**src/rtl/sipo_deserializer.sv**
```systemverilog
// Serial-in/parallel-out deserializer with bit counter, word framing,
// selectable bit order and a registered output word plus valid strobe.
//
// Parameters:
//   WIDTH      word width in bits (2..32)
//   LSB_FIRST  1: first received bit lands in dout[0];
//              0: first received bit lands in dout[WIDTH-1]
// Ports:
//   clk        rising-edge clock
//   rst_n      asynchronous active-low reset
//   clr        synchronous clear of the partial word (wins over din_valid)
//   din        serial data bit
//   din_valid  din is accepted only when this is high
//   q          live shift-register contents
//   dout       last complete word, held until the next completion
//   dout_valid one-cycle pulse when dout takes a new word
//   bit_cnt    bits accepted so far in the current partial word
module sipo_deserializer #(
    parameter int WIDTH     = 4,
    parameter bit LSB_FIRST = 1'b1
) (
    input  logic                     clk,
    input  logic                     rst_n,
    input  logic                     clr,
    input  logic                     din,
    input  logic                     din_valid,
    output logic [WIDTH-1:0]         q,
    output logic [WIDTH-1:0]         dout,
    output logic                     dout_valid,
    output logic [$clog2(WIDTH)-1:0] bit_cnt
);

    localparam int CW = $clog2(WIDTH);
    localparam logic [CW-1:0] LAST = CW'(WIDTH - 1);

    logic [WIDTH-1:0] sr_q, sr_d;
    logic [WIDTH-1:0] dout_q, dout_d;
    logic [WIDTH-1:0] shifted;
    logic [CW-1:0]    cnt_q, cnt_d;
    logic             dv_q, dv_d;
    logic             accept;

    assign accept = din_valid && !clr;

    always_comb begin
        shifted = '0;
        if (LSB_FIRST) begin
            shifted = {din, sr_q[WIDTH-1:1]};
        end else begin
            shifted = {sr_q[WIDTH-2:0], din};
        end
    end

    always_comb begin
        sr_d   = sr_q;
        cnt_d  = cnt_q;
        dout_d = dout_q;
        dv_d   = 1'b0;
        if (clr) begin
            sr_d  = '0;
            cnt_d = '0;
        end else if (accept) begin
            sr_d = shifted;
            if (cnt_q == LAST) begin
                // Completed word includes the bit sampled on this edge.
                cnt_d  = '0;
                dout_d = shifted;
                dv_d   = 1'b1;
            end else begin
                cnt_d = cnt_q + 1'b1;
            end
        end
    end

    always_ff @(posedge clk or negedge rst_n) begin
        if (!rst_n) begin
            sr_q   <= '0;
            cnt_q  <= '0;
            dout_q <= '0;
            dv_q   <= 1'b0;
        end else begin
            sr_q   <= sr_d;
            cnt_q  <= cnt_d;
            dout_q <= dout_d;
            dv_q   <= dv_d;
        end
    end

    assign q          = sr_q;
    assign dout       = dout_q;
    assign dout_valid = dv_q;
    assign bit_cnt    = cnt_q;

endmodule
```
**config.mk**
```make
export PLATFORM = sky130hd
export DESIGN_NAME = sipo_deserializer
export DESIGN_NICKNAME = d
export VERILOG_FILES = /design/src/rtl/sipo_deserializer.sv
export SDC_FILE = /design/constraint.sdc
export NUM_CORES = 1
export LEC_CHECK = 0
export ABC_AREA = 0
export CORE_AREA = 2 2 39 41
export CTS_CLUSTER_SIZE = 10
export DETAILED_ROUTE_END_ITERATION = 8
export DIE_AREA = 0 0 41 43
export PLACE_DENSITY = 0.62
export RECOVER_POWER = 100
export SKIP_LAST_GASP = 1
export SLEW_MARGIN = 5
export SYNTH_ARGS = -nofsm -noshare
export SYNTH_HDL_FRONTEND = slang
export SYNTH_SLANG_ARGS = --single-unit
export TNS_END_PERCENT = 50
```
**constraint.sdc**
```tcl
create_clock -name clk -period 1.58 [get_ports clk]
set_input_delay 0.237 -clock clk [delete_from_list [all_inputs] [get_ports clk]]
set_output_delay 0.237 -clock clk [all_outputs]
set_load 0.03 [all_outputs]
```
Word-level counts from Yosys, hierarchy flattened --
Index checks and enable logic that the tools add are counted.
Operators by class: bitwise logic cells 1, add/subtract/negate cells 1, mux-type cells 8, eq/ne operators 1, reduce and logical (&&, ||, !) cells 4
Operators with widths (count):
- $mux W4 | 2
- $mux W2 | 3
- $mux W1 | 3
- $reduce_and A3 Y1 | 1
- $add A2 B1 Y2 const B | 1
- $eq A2 B2 Y1 const B | 1
- $reduce_bool A2 Y1 | 1
- $logic_and A1 B1 Y1 | 1
- $logic_not A1 Y1 | 1
- $not A1 Y1 | 1
Storage, ports and cells: logic and storage cells 19, output and inout port bits 11, input bits 5, bits in registers 11

Logic depth before layout (Yosys ltp) --
Gate-level depths: netlist of the first run.
depth after elaboration 4, depth in mapped cells 3

Worst setup path after synthesis of the first run --
No wires, ideal clock.
path kind reg-to-reg, start reg cnt_q[0] (netlist: bit_cnt[0]), end reg cnt_q[0] (netlist: bit_cnt[0]), buffers on the path 0, slack 0.239 ns, arrival time 1.268 ns, library setup time 0.073 ns, stages on the path, launching flop included 4, cell sequence dfrtp_1 > ha_1 > or3b_1 > a21oi_2
Between the ends: word-level cells in the longest chain between the ends 4, elaborated cells between the ends (all ways) 5, those cells by class add/sub: 1; eq/ne: 1; mux: 3
RTL lines:
- from (decl) | line 39 | logic [CW-1:0] cnt_q, cnt_d;
- from (signal assigned) | line 83 | cnt_q <= cnt_d;
- $add A2 B1 Y2 or $eq A2 B2 Y1 (tied branches) | line 70, 64
- $mux W2 (*) | line 64 | if (cnt_q == LAST) begin
- $mux W2 (*) | line 62 | end else if (accept) begin
- $mux W2 (*) | line 59 | if (clr) begin
Mark *: on every way between the ends. The rest lies on a longest branch, timed or not. The select of a mux whose other input is x is not followed. A chain may end at the register's enable or synchronous reset.

Worst setup path after layout of the first run --
start reg sr_q[3] (netlist: q[3]), end out q[3]
RTL lines:
- from (decl) | line 36 | logic [WIDTH-1:0] sr_q, sr_d;
- from (signal assigned) | line 82 | sr_q <= sr_d;
- to (decl) | line 27 | output logic [WIDTH-1:0] q,
No word-level cell between the ends.

==> key figures, run 1 <==
Die
  – Die height: 43 um
  – Initial core utilization: 33.3%
  – Row count: 14
  – Core area: approximately 1400 sq um
  – Area of the die: 1760 sq um
  – I/O pin count: 16
  – DIE WIDTH: approximately 41 um

Timing
  – Slew Limit Headroom: around 65%
  – RSZ-0062 raised after global routing: true
  – Setup TNS: 0 ns
  – Final setup margin: 0.0136 ns
  – Final period utilization: 99.1%
  – Final Critical Period: 1.57 ns
  – Hold WS: 0.386 ns
  – Finish-stage setup viols: 0
  – Fmax: 638 MHz
  – Final setup skew: 0.00117 ns
  – Worst Tran Pin Value: 0.517 ns
  – Max Slew Vio Count: 0
  – Final Hold Viols: 0

Worst hold path
  – Hold Crit Class: input port to asynchronous set/reset pin

Global route
  – Largest net degree at the start of global routing: 12
  – Initial antenna violation count: 0
  – Grt ovf: 0
  – Vias in the first global route: roughly 320
  – First-pass GRT wire length: 1500 um
  – Tot GR Track Use: 13.0%

Pwr
  – VDD IR max: roughly 0.00046 V
  – Leakage power total: between 0.3 and 0.4 nW
  – Comb pwr share: 16.8%
  – Clk network pwr share: 31.3%
  – Switch share: about a quarter
  – Net Sw Power: 149 uW
  – Sequential share of power: 51.9%
  – PD cells: 922 nW/um^2
  – Pint: 437 uW

Synthesis
  – Cells after synthesis: 32
  – Post-Synthesis Net Count: 38
  – Warnings, synthesis: 0
  – Distinct cells, synth: 11
  – Top post-synthesis cells by area: dfrtp_1, mux2i_1, mux2_2
  – Dominant cell type by area after synthesis: dfrtp_1
  – Share of the synthesized area in the top cell type: between 50% and 60%
  – Avg Cell Area, Syn: approximately 14 sq um
  – Sequential share of the synthesized area: 59.8%
  – Syn Std Cell Area: 460 sq um
  – Synth Register Bits: 11

Setup path
  – CP startpoint kind: flip-flop
  – CP Capture Type: output pin
  – Worst Reg-to-Reg Cells: 3
  – Critical path data arrival time: between 1 and 1.5 ns
  – Bufs and invs on worst path: 1
  – WP depth: 1
  – Cell family contributing the most delay on the critical path: buffers and inverters
  – Slowest cell on crit path: clkdlybuf4s50_1
  – Worst-path cell chain: clkdlybuf4s50_1
  – CP max FO: 4
  – Critical Path Max Stage Delay: 0.68 ns
  – Setup CP Type: flip-flop to output pin
  – WP data required: 1.34 ns

Drt
  – DR iter-0 viols: 1
  – Total iterations of the first detailed-routing run: 2
  – Total Wirelength: roughly 900 um
  – Post-route DRC: 0
  – Vias: 308
  – Antenna Nets Post-Route: 0
  – Vias/cell: roughly 4.5
  – WL per Instance: 13.3 um

Cells and area
  – Layout cell share with drive strength beyond 1: between 15 and 20%
  – Final design utilization: 45.9%
  – Leading cell type in the layout, fill and taps excluded: dfrtp_1
  – Footprint of the multi-input gates: 158 sq um
  – Sequential cell area: 275 sq um
  – Layout Nets: 59
  – Layout fillers: 136
  – Most frequent cells in the layout: dfrtp_1, clkdlybuf4s50_1, mux2i_1, nor2_1, mux2_2
  – Layout Area Growth over Synthesis: 38.0%
  – # diodes: 0

Status
  – Status: finished clean

Placed design
  – Gpl congestion: 0.720
  – Dpl ws: approximately 0.20 ns
  – Count of input and output buffers: 15

Clocking
  – # clock sinks: 11
  – Clk buf depth: 2
  – Total CTS buffers: 3
  – Clock latency on the worst-skew pair: 0.26 ns
  – # H-tree levels: 1
  – Root Driver: clkbuf_4
  – Clock transition at path regs: 0.07 ns
  – CTS tree: built
  – Hold_buf cts: 0

Flow run
  – Max-Cap Viols: 0
per-stage QoR:
step | cells | cell area [sq um] | total power [mW]
floorplan | 32 | 460 | 0.363
finish | 68 | 636 | 0.586
global route | 68 | 636 | 0.625
CTS | 68 | 658 | 0.604
global placement | 64 | 634 | 0.413
detailed placement | 64 | 634 | 0.415
flip-flops by register name (all words and copies together) (netlist names):
name	count
dout	4
bit_cnt	2
q	4
dout_valid	1
layer usage:
| metal | vias to the layer above | part of all wire (%) | global-route usage (%) | wire length, um |
|---|---|---|---|---|
| li1 | 148 | - | - | - |
| met1 | 150 | 48 | 17.5 | 434 |
| met2 | 10 | 47 | 17.2 | 422 |
| met3 | 0 | 5.4 | 3.14 | 49 |
| met4 | 0 | 0 | 10.0 | 0 |
| met5 | - | 0 | 0 | 0 |
power by group through the flow:
stage                     combinational, mW  sequential (mW)  clock, mW
after floorplan                      0.0284            0.335          0
after global placement                0.104            0.309          0
after detailed placement              0.106            0.310          0
after CTS                             0.105            0.304      0.196
after global routing                  0.105            0.306      0.214
final                                0.0985            0.304      0.183
cells in the mapped netlist:
master    instances
a21oi_2           1
buf_6             1
dfrtp_1          11
ha_1              1
inv_1             1
mux2_2            4
mux2i_1           5
nand2b_1          1
nand3b_4          1
nor2_1            5
or3b_1            1
logic make-up after synthesis:
kind of cell,Yosys count,synth area share (%)
AND/OR/NAND/NOR,8,11.7
flip-flops,11,59.8
adder cells (fa/ha/maj),1,2.72
AO/OA/AOI/OAI,1,1.90
buffers and inverters,2,3.26
multiplexers,9,20.7
final timing paths:
kind | end | start | slack, ns
worst min-delay path | bit_cnt[1] | rst_n | 0.39
min in group clk | dout[1] | dout[1] | 0.51
worst max register to register | dout[3] | bit_cnt[0] | 0.20
worst max-delay path | q[3] | q[3] | 0.01
max in group asynchronous | q[1] | rst_n | 0.85
worst min register to register | dout[1] | dout[1] | 0.51
timing repair:
| action | in CTS | in global routing |
|---|---|---|
| setup buffers | 0 | 0 |
| gates resized for setup | 2 | 1 |
| hold endpoints to repair | 0 | 0 |
| setup endpoints to repair | 4 | 3 |
| cloned | 0 | 0 |
area by class of cell:
cell class	count	share of cell area, %
well taps	16	3.15
multi-input cells	19	24.8
inverters	1	0.591
flip-flops and latches	11	43.3
repair buffers	17	24.0
clock buffers	4	4.13
Power figures use the tool's default switching activity.
==> run 2, diff against run 1 <==
--- a/config.mk
+++ b/config.mk
@@ -6,10 +6,10 @@
 export NUM_CORES = 1
 export LEC_CHECK = 0
 export ABC_AREA = 0
-export CORE_AREA = 2 2 39 41
+export CORE_AREA = 4 4 41 43
 export CTS_CLUSTER_SIZE = 10
 export DETAILED_ROUTE_END_ITERATION = 8
-export DIE_AREA = 0 0 41 43
+export DIE_AREA = 0 0 45 47
 export PLACE_DENSITY = 0.62
 export RECOVER_POWER = 100
 export SKIP_LAST_GASP = 1
==> run 2 against run 1 <==
Net effect: critical endpoint is now q[1]; combinational power fell by 2.9%; fmax shrank 0.95%; core utilization rose by 2.5 points; sequential share of layout area grew 0.34 points; the flow now finishes with violations (negative setup slack); non-clock buffer count unchanged; design area shrank 0.79%; sequential power is essentially flat; global-route usage decreased by 3.2 points; critical path depth did not move; count of clock-buffer cells in the layout did not move.
==> key figures, run 2 (synthesis results as in run 1) <==
Setup path
  – Worst Reg-to-Reg Cells: 3
  – Setup CP Type: flip-flop to output pin
  – WP data required: about 1.3 ns
  – CP Capture Type: output pin
  – RR Startpoint: bit_cnt[0]
  – R2r endpoint: dout[2]
  – Slowest cell on crit path: clkdlybuf4s50_1
  – Cell family contributing the most delay on the critical path: buffers and inverters
  – CP max FO: 4
  – Critical Path Max Stage Delay: 0.69 ns
  – CP startpoint kind: flip-flop
  – Flop2flop setup slack: between 0.2 and 0.3 ns
  – Critical path data arrival time: 1.34 ns
  – Bufs and invs on worst path: 1
  – Worst-path cell chain: clkdlybuf4s50_1

Die
  – Area of the die: 2120 sq um
  – Die height: 47 um
  – DIE WIDTH: 45 um
  – Core area: 1300 sq um
  – Row count: 13
  – Initial core utilization: between 30 and 40%
  – I/O pin count: 16

Drt
  – Antenna Nets Post-Route: 0
  – WL per Instance: 13.5 um
  – DR iter-0 viols: 1
  – Post-route DRC: 0
  – Vias: 309
  – Total iterations of the first detailed-routing run: 2
  – Total Wirelength: 907 um
  – Vias/cell: 4.61

Global route
  – Initial antenna violation count: 0
  – Vias in the first global route: 336
  – Tot GR Track Use: 9.87%
  – Largest net degree at the start of global routing: 12
  – First-pass GRT wire length: 1460 um
  – Grt ovf: 0

Clocking
  – # clock sinks: 11
  – Clock latency on the worst-skew pair: 0.26 ns
  – Root Driver: clkbuf_4
  – Clk buf depth: 2
  – CTS tree: built
  – Total CTS buffers: 3
  – Post-CTS setup buffer count: 0
  – # H-tree levels: 1
  – Clock transition at path regs: 0.07 ns

Timing
  – Finish-stage setup viols: 1
  – Worst Tran Pin Value: 0.488 ns
  – Final setup margin: -0.00152 ns
  – Final period utilization: 100%
  – Fmax: 632 MHz
  – Hold WS: between 0.3 and 0.4 ns
  – Final Hold Viols: 0
  – Slew Limit Headroom: 67.4%
  – RSZ-0062 raised after global routing: true
  – Final setup skew: 0.00553 ns
  – Final Critical Period: 1.58 ns
  – Max Slew Vio Count: 0

Cells and area
  – # diodes: 0
  – Layout cell share with drive strength beyond 1: approximately 15%
  – Layout Area Growth over Synthesis: 37.0%
  – Most frequent cells in the layout: dfrtp_1, clkdlybuf4s50_1, mux2i_1, nor2_1, mux2_2
  – Post-route non-filler standard cell count: 67
  – Leading cell type in the layout, fill and taps excluded: dfrtp_1
  – Layout Nets: 59

Pwr
  – Clk network pwr share: a little under a third
  – PD cells: 930 nW/um^2
  – Comb pwr share: ~16%
  – Net Sw Power: 152 uW
  – Pint: 435 uW
  – Sequential share of power: 51.8%
  – Leakage power total: around 0.32 nW
  – VDD IR max: 0.000344 V
  – Switch share: 25.9%

Placed design
  – Count of input and output buffers: 15
  – Dpl cells: 63
  – Gpl congestion: 0.713

Flow run
  – Max-Cap Viols: 0

Status
  – Failing checks: negative setup slack
  – Status: finished, violations left

Worst hold path
  – Hold Crit Class: input port to asynchronous set/reset pin
[run 2: changes by cell type in the layout (fill, tap and decap cells not counted)]
cell | previous run | this run
a21oi_2 | 1 | 0
a21oi_1 | 0 | 1
[run 2: power by group through the flow]
| stage | Clock (mW) | Combinational (mW) | Sequential (mW) |
|---|---|---|---|
| floorplan | 0 | 0.0284 | 0.335 |
| global placement | 0 | 0.104 | 0.309 |
| detailed placement | 0 | 0.106 | 0.310 |
| CTS | 0.195 | 0.105 | 0.304 |
| global route | 0.208 | 0.103 | 0.306 |
| finish | 0.187 | 0.0956 | 0.304 |
[run 2: area by class of cell]
class / count / area [sq um]
clock buffers: 4 / 26.3
multi-input cells: 19 / 154
fillers: 129 / 671
flip-flops and latches: 11 / 275
repair buffers: 17 / 153
inverters: 1 / 3.75
well taps: 15 / 18.8
[run 2: per-layer routing]
| layer | up-vias | part of all wire [%] | global-route usage (%) |
|---|---|---|---|
| li1 | 148 | - | - |
| met1 | 152 | 43 | 11.2 |
| met2 | 9 | 51 | 16.7 |
| met3 | 0 | 6.2 | 2.68 |
| met4 | 0 | 0 | 5.85 |
| met5 | - | 0 | 0 |
[run 2: through the flow]
step                power (mW)  cell area [sq um]  util [%]  worst slack, ns  setup TNS (ns)
floorplan                0.363                460         -            0.239               0
global placement         0.413                633      48.7            0.234               0
detailed placement       0.416                633      48.7            0.209               0
CTS                      0.604                657      50.5         -0.00668        -0.00973
global route             0.617                631      48.5          -0.0343         -0.0543
finish                   0.586                631      48.5         -0.00152        -0.00152
[run 2: timing repair]
action	in CTS	in global routing
hold buffers	0	0
resized for setup	2	1
setup endpoints to repair	4	3
[run 2: worst max-delay path by stage]
stage                       to  startpoint  depth (start not counted)  slack, ns
floorplan           bit_cnt[0]  bit_cnt[0]                          3       0.24
global placement       dout[0]         clr                          3       0.23
detailed placement        q[3]   din_valid                          4       0.21
CTS                       q[1]        q[1]                          1     -0.007
global route              q[1]        q[1]                          1      -0.03
finish                    q[1]        q[1]                          1     -0.002
==> run 3, diff against run 2 <==
--- a/config.mk
+++ b/config.mk
@@ -6,12 +6,14 @@
 export NUM_CORES = 1
 export LEC_CHECK = 0
 export ABC_AREA = 0
+export CAP_MARGIN = 15
 export CORE_AREA = 4 4 41 43
 export CTS_CLUSTER_SIZE = 10
 export DETAILED_ROUTE_END_ITERATION = 8
 export DIE_AREA = 0 0 45 47
 export PLACE_DENSITY = 0.62
 export RECOVER_POWER = 100
+export REMOVE_ABC_BUFFERS = 1
 export SKIP_LAST_GASP = 1
 export SLEW_MARGIN = 5
 export SYNTH_ARGS = -nofsm -noshare
==> run 3 against run 2 <==
Net effect: the run now ends clean; core utilization shrank 0.38 points; critical path depth is the same; sequential power is essentially flat; fmax grew 0.41%; critical path type unchanged; critical endpoint is now q[3].
==> key figures, run 3 (synthesis results as in run 1) <==
Timing
  – Hold WS: 0.374 ns
  – RSZ-0062 raised after global routing: true
  – Final setup margin: 0.00492 ns
  – Slew Limit Headroom: between 60 and 70%
  – Final setup skew: about 0.0030 ns
  – Final Critical Period: approximately 1.6 ns
  – Final Hold Viols: 0
  – Worst Tran Pin Value: about 0.49 ns
  – Finish-stage setup viols: 0
  – Final period utilization: about 100%
  – Fmax: 635 MHz
  – Max Slew Vio Count: 0

Setup path
  – Critical Path Max Stage Delay: slightly below 0.7 ns
  – Worst setup path start: q[3]
  – Setup CP Type: flip-flop to output pin
  – CP Capture Type: output pin
  – Worst Reg-to-Reg Cells: 3
  – CP startpoint kind: flip-flop
  – WP data required: 1.34 ns
  – CP max FO: 4
  – WP depth: 1
  – Worst-path cell chain: clkdlybuf4s50_1
  – Bufs and invs on worst path: 1
  – RR Startpoint: bit_cnt[0]
  – Cell family contributing the most delay on the critical path: buffers and inverters
  – R2r endpoint: dout[2]
  – Slowest cell on crit path: clkdlybuf4s50_1
  – Setup crit end: q[3]
  – Critical path data arrival time: 1.34 ns
  – Flop2flop setup slack: 0.23 ns

Pwr
  – Comb pwr share: 16.5%
  – Sequential share of power: 52.2%
  – VDD IR max: ~0.00043 V
  – PD cells: 932 nW/um^2
  – Post-layout power: 583 uW
  – Leakage power total: 0.315 nW
  – Switch share: between 20 and 30%
  – Clk network pwr share: 31.3%
  – Net Sw Power: 148 uW
  – Pint: 435 uW

Drt
  – Antenna Nets Post-Route: 0
  – WL per Instance: roughly 14 um
  – Total iterations of the first detailed-routing run: 1
  – Total Wirelength: 953 um
  – Vias: 309
  – Vias/cell: 4.61
  – Post-route DRC: 0
  – DR iter-0 viols: 0

Die
  – DIE WIDTH: about 45 um
  – Initial core utilization: 35.4%
  – I/O pin count: 16
  – Area of the die: 2120 sq um
  – Core area: between 1000 and 1500 sq um
  – Die height: roughly 47 um
  – Row count: 13

Clocking
  – Clock latency on the worst-skew pair: 0.26 ns
  – Root Driver: clkbuf_4
  – Hold_buf cts: 0
  – Clock transition at path regs: about 0.07 ns
  – Clk buf depth: 2
  – # H-tree levels: 1
  – Post-CTS setup buffer count: 0
  – CTS tree: built
  – Total CTS buffers: 3
  – # clock sinks: 11
  – Post-CTS resize count: 1

Flow run
  – Max-Cap Viols: 0

Cells and area
  – Layout cell share with drive strength beyond 1: between 10% and 20%
  – # diodes: 0
  – Layout Nets: 59
  – Leading cell type in the layout, fill and taps excluded: dfrtp_1
  – Most frequent cells in the layout: dfrtp_1, clkdlybuf4s50_1, mux2i_1, nor2_1
  – Final design utilization: approximately half
  – Layout Area Growth over Synthesis: 35.9%

Placed design
  – Dpl ws: ~0.21 ns
  – Count of input and output buffers: 15
  – Gpl congestion: between 0.7 and 0.8

Status
  – Status: finished clean

Global route
  – Initial antenna violation count: 0
  – Vias in the first global route: 357
  – Tot GR Track Use: 10.8%
  – Largest net degree at the start of global routing: 12
  – Grt ovf: 0
  – First-pass GRT wire length: 1570 um

Worst hold path
  – Hold Crit Class: input port to asynchronous set/reset pin
==> run 3: through the flow <==
| stage | area (sq um) | instances | setup TNS [ns] |
|---|---|---|---|
| 2_1_floorplan | 449 | 31 | 0 |
| 3_5_place_dp | 633 | 63 | 0 |
| 4_1_cts | 658 | 67 | -0.0125 |
| 6_report | 626 | 67 | 0 |
| 3_3_place_gp | 633 | 63 | 0 |
| 5_1_grt | 626 | 67 | -0.0600 |
==> run 3: metal layers <==
metal  GRT usage, %  up-vias  share of wire [%]
met5              0        -                  0
met2           19.2        9                 52
met3           3.07        0                6.8
met4           7.02        0                  0
li1               -      148                  -
met1           11.2      152                 41
==> run 3: worst min path at each step <==
stage,startpoint,to,slack (ns),depth (start not counted)
detailed placement,dout[0],dout[0],0.51,1
CTS,rst_n,dout[1],0.32,1
floorplan,rst_n,bit_cnt[0],-0.06,0
global placement,dout[2],dout[2],0.50,1
global route,rst_n,q[1],0.42,1
finish,rst_n,dout[1],0.37,1
==> run 3: power groups by stage <==
stage	clock network (mW)	registers, mW	logic [mW]
floorplan	0	0.335	0.0224
global placement	0	0.309	0.104
detailed placement	0	0.310	0.107
CTS	0.190	0.304	0.107
global route	0.206	0.306	0.103
finish	0.182	0.304	0.0962
==> run 3: cell type report <==
class / instances / area (sq um)
fill: 132 / 676
clock buffer: 4 / 26.3
timing repair buffer: 17 / 148
multi-input combinational: 19 / 154
tap: 15 / 18.8
sequential: 11 / 275
inverter: 1 / 3.75
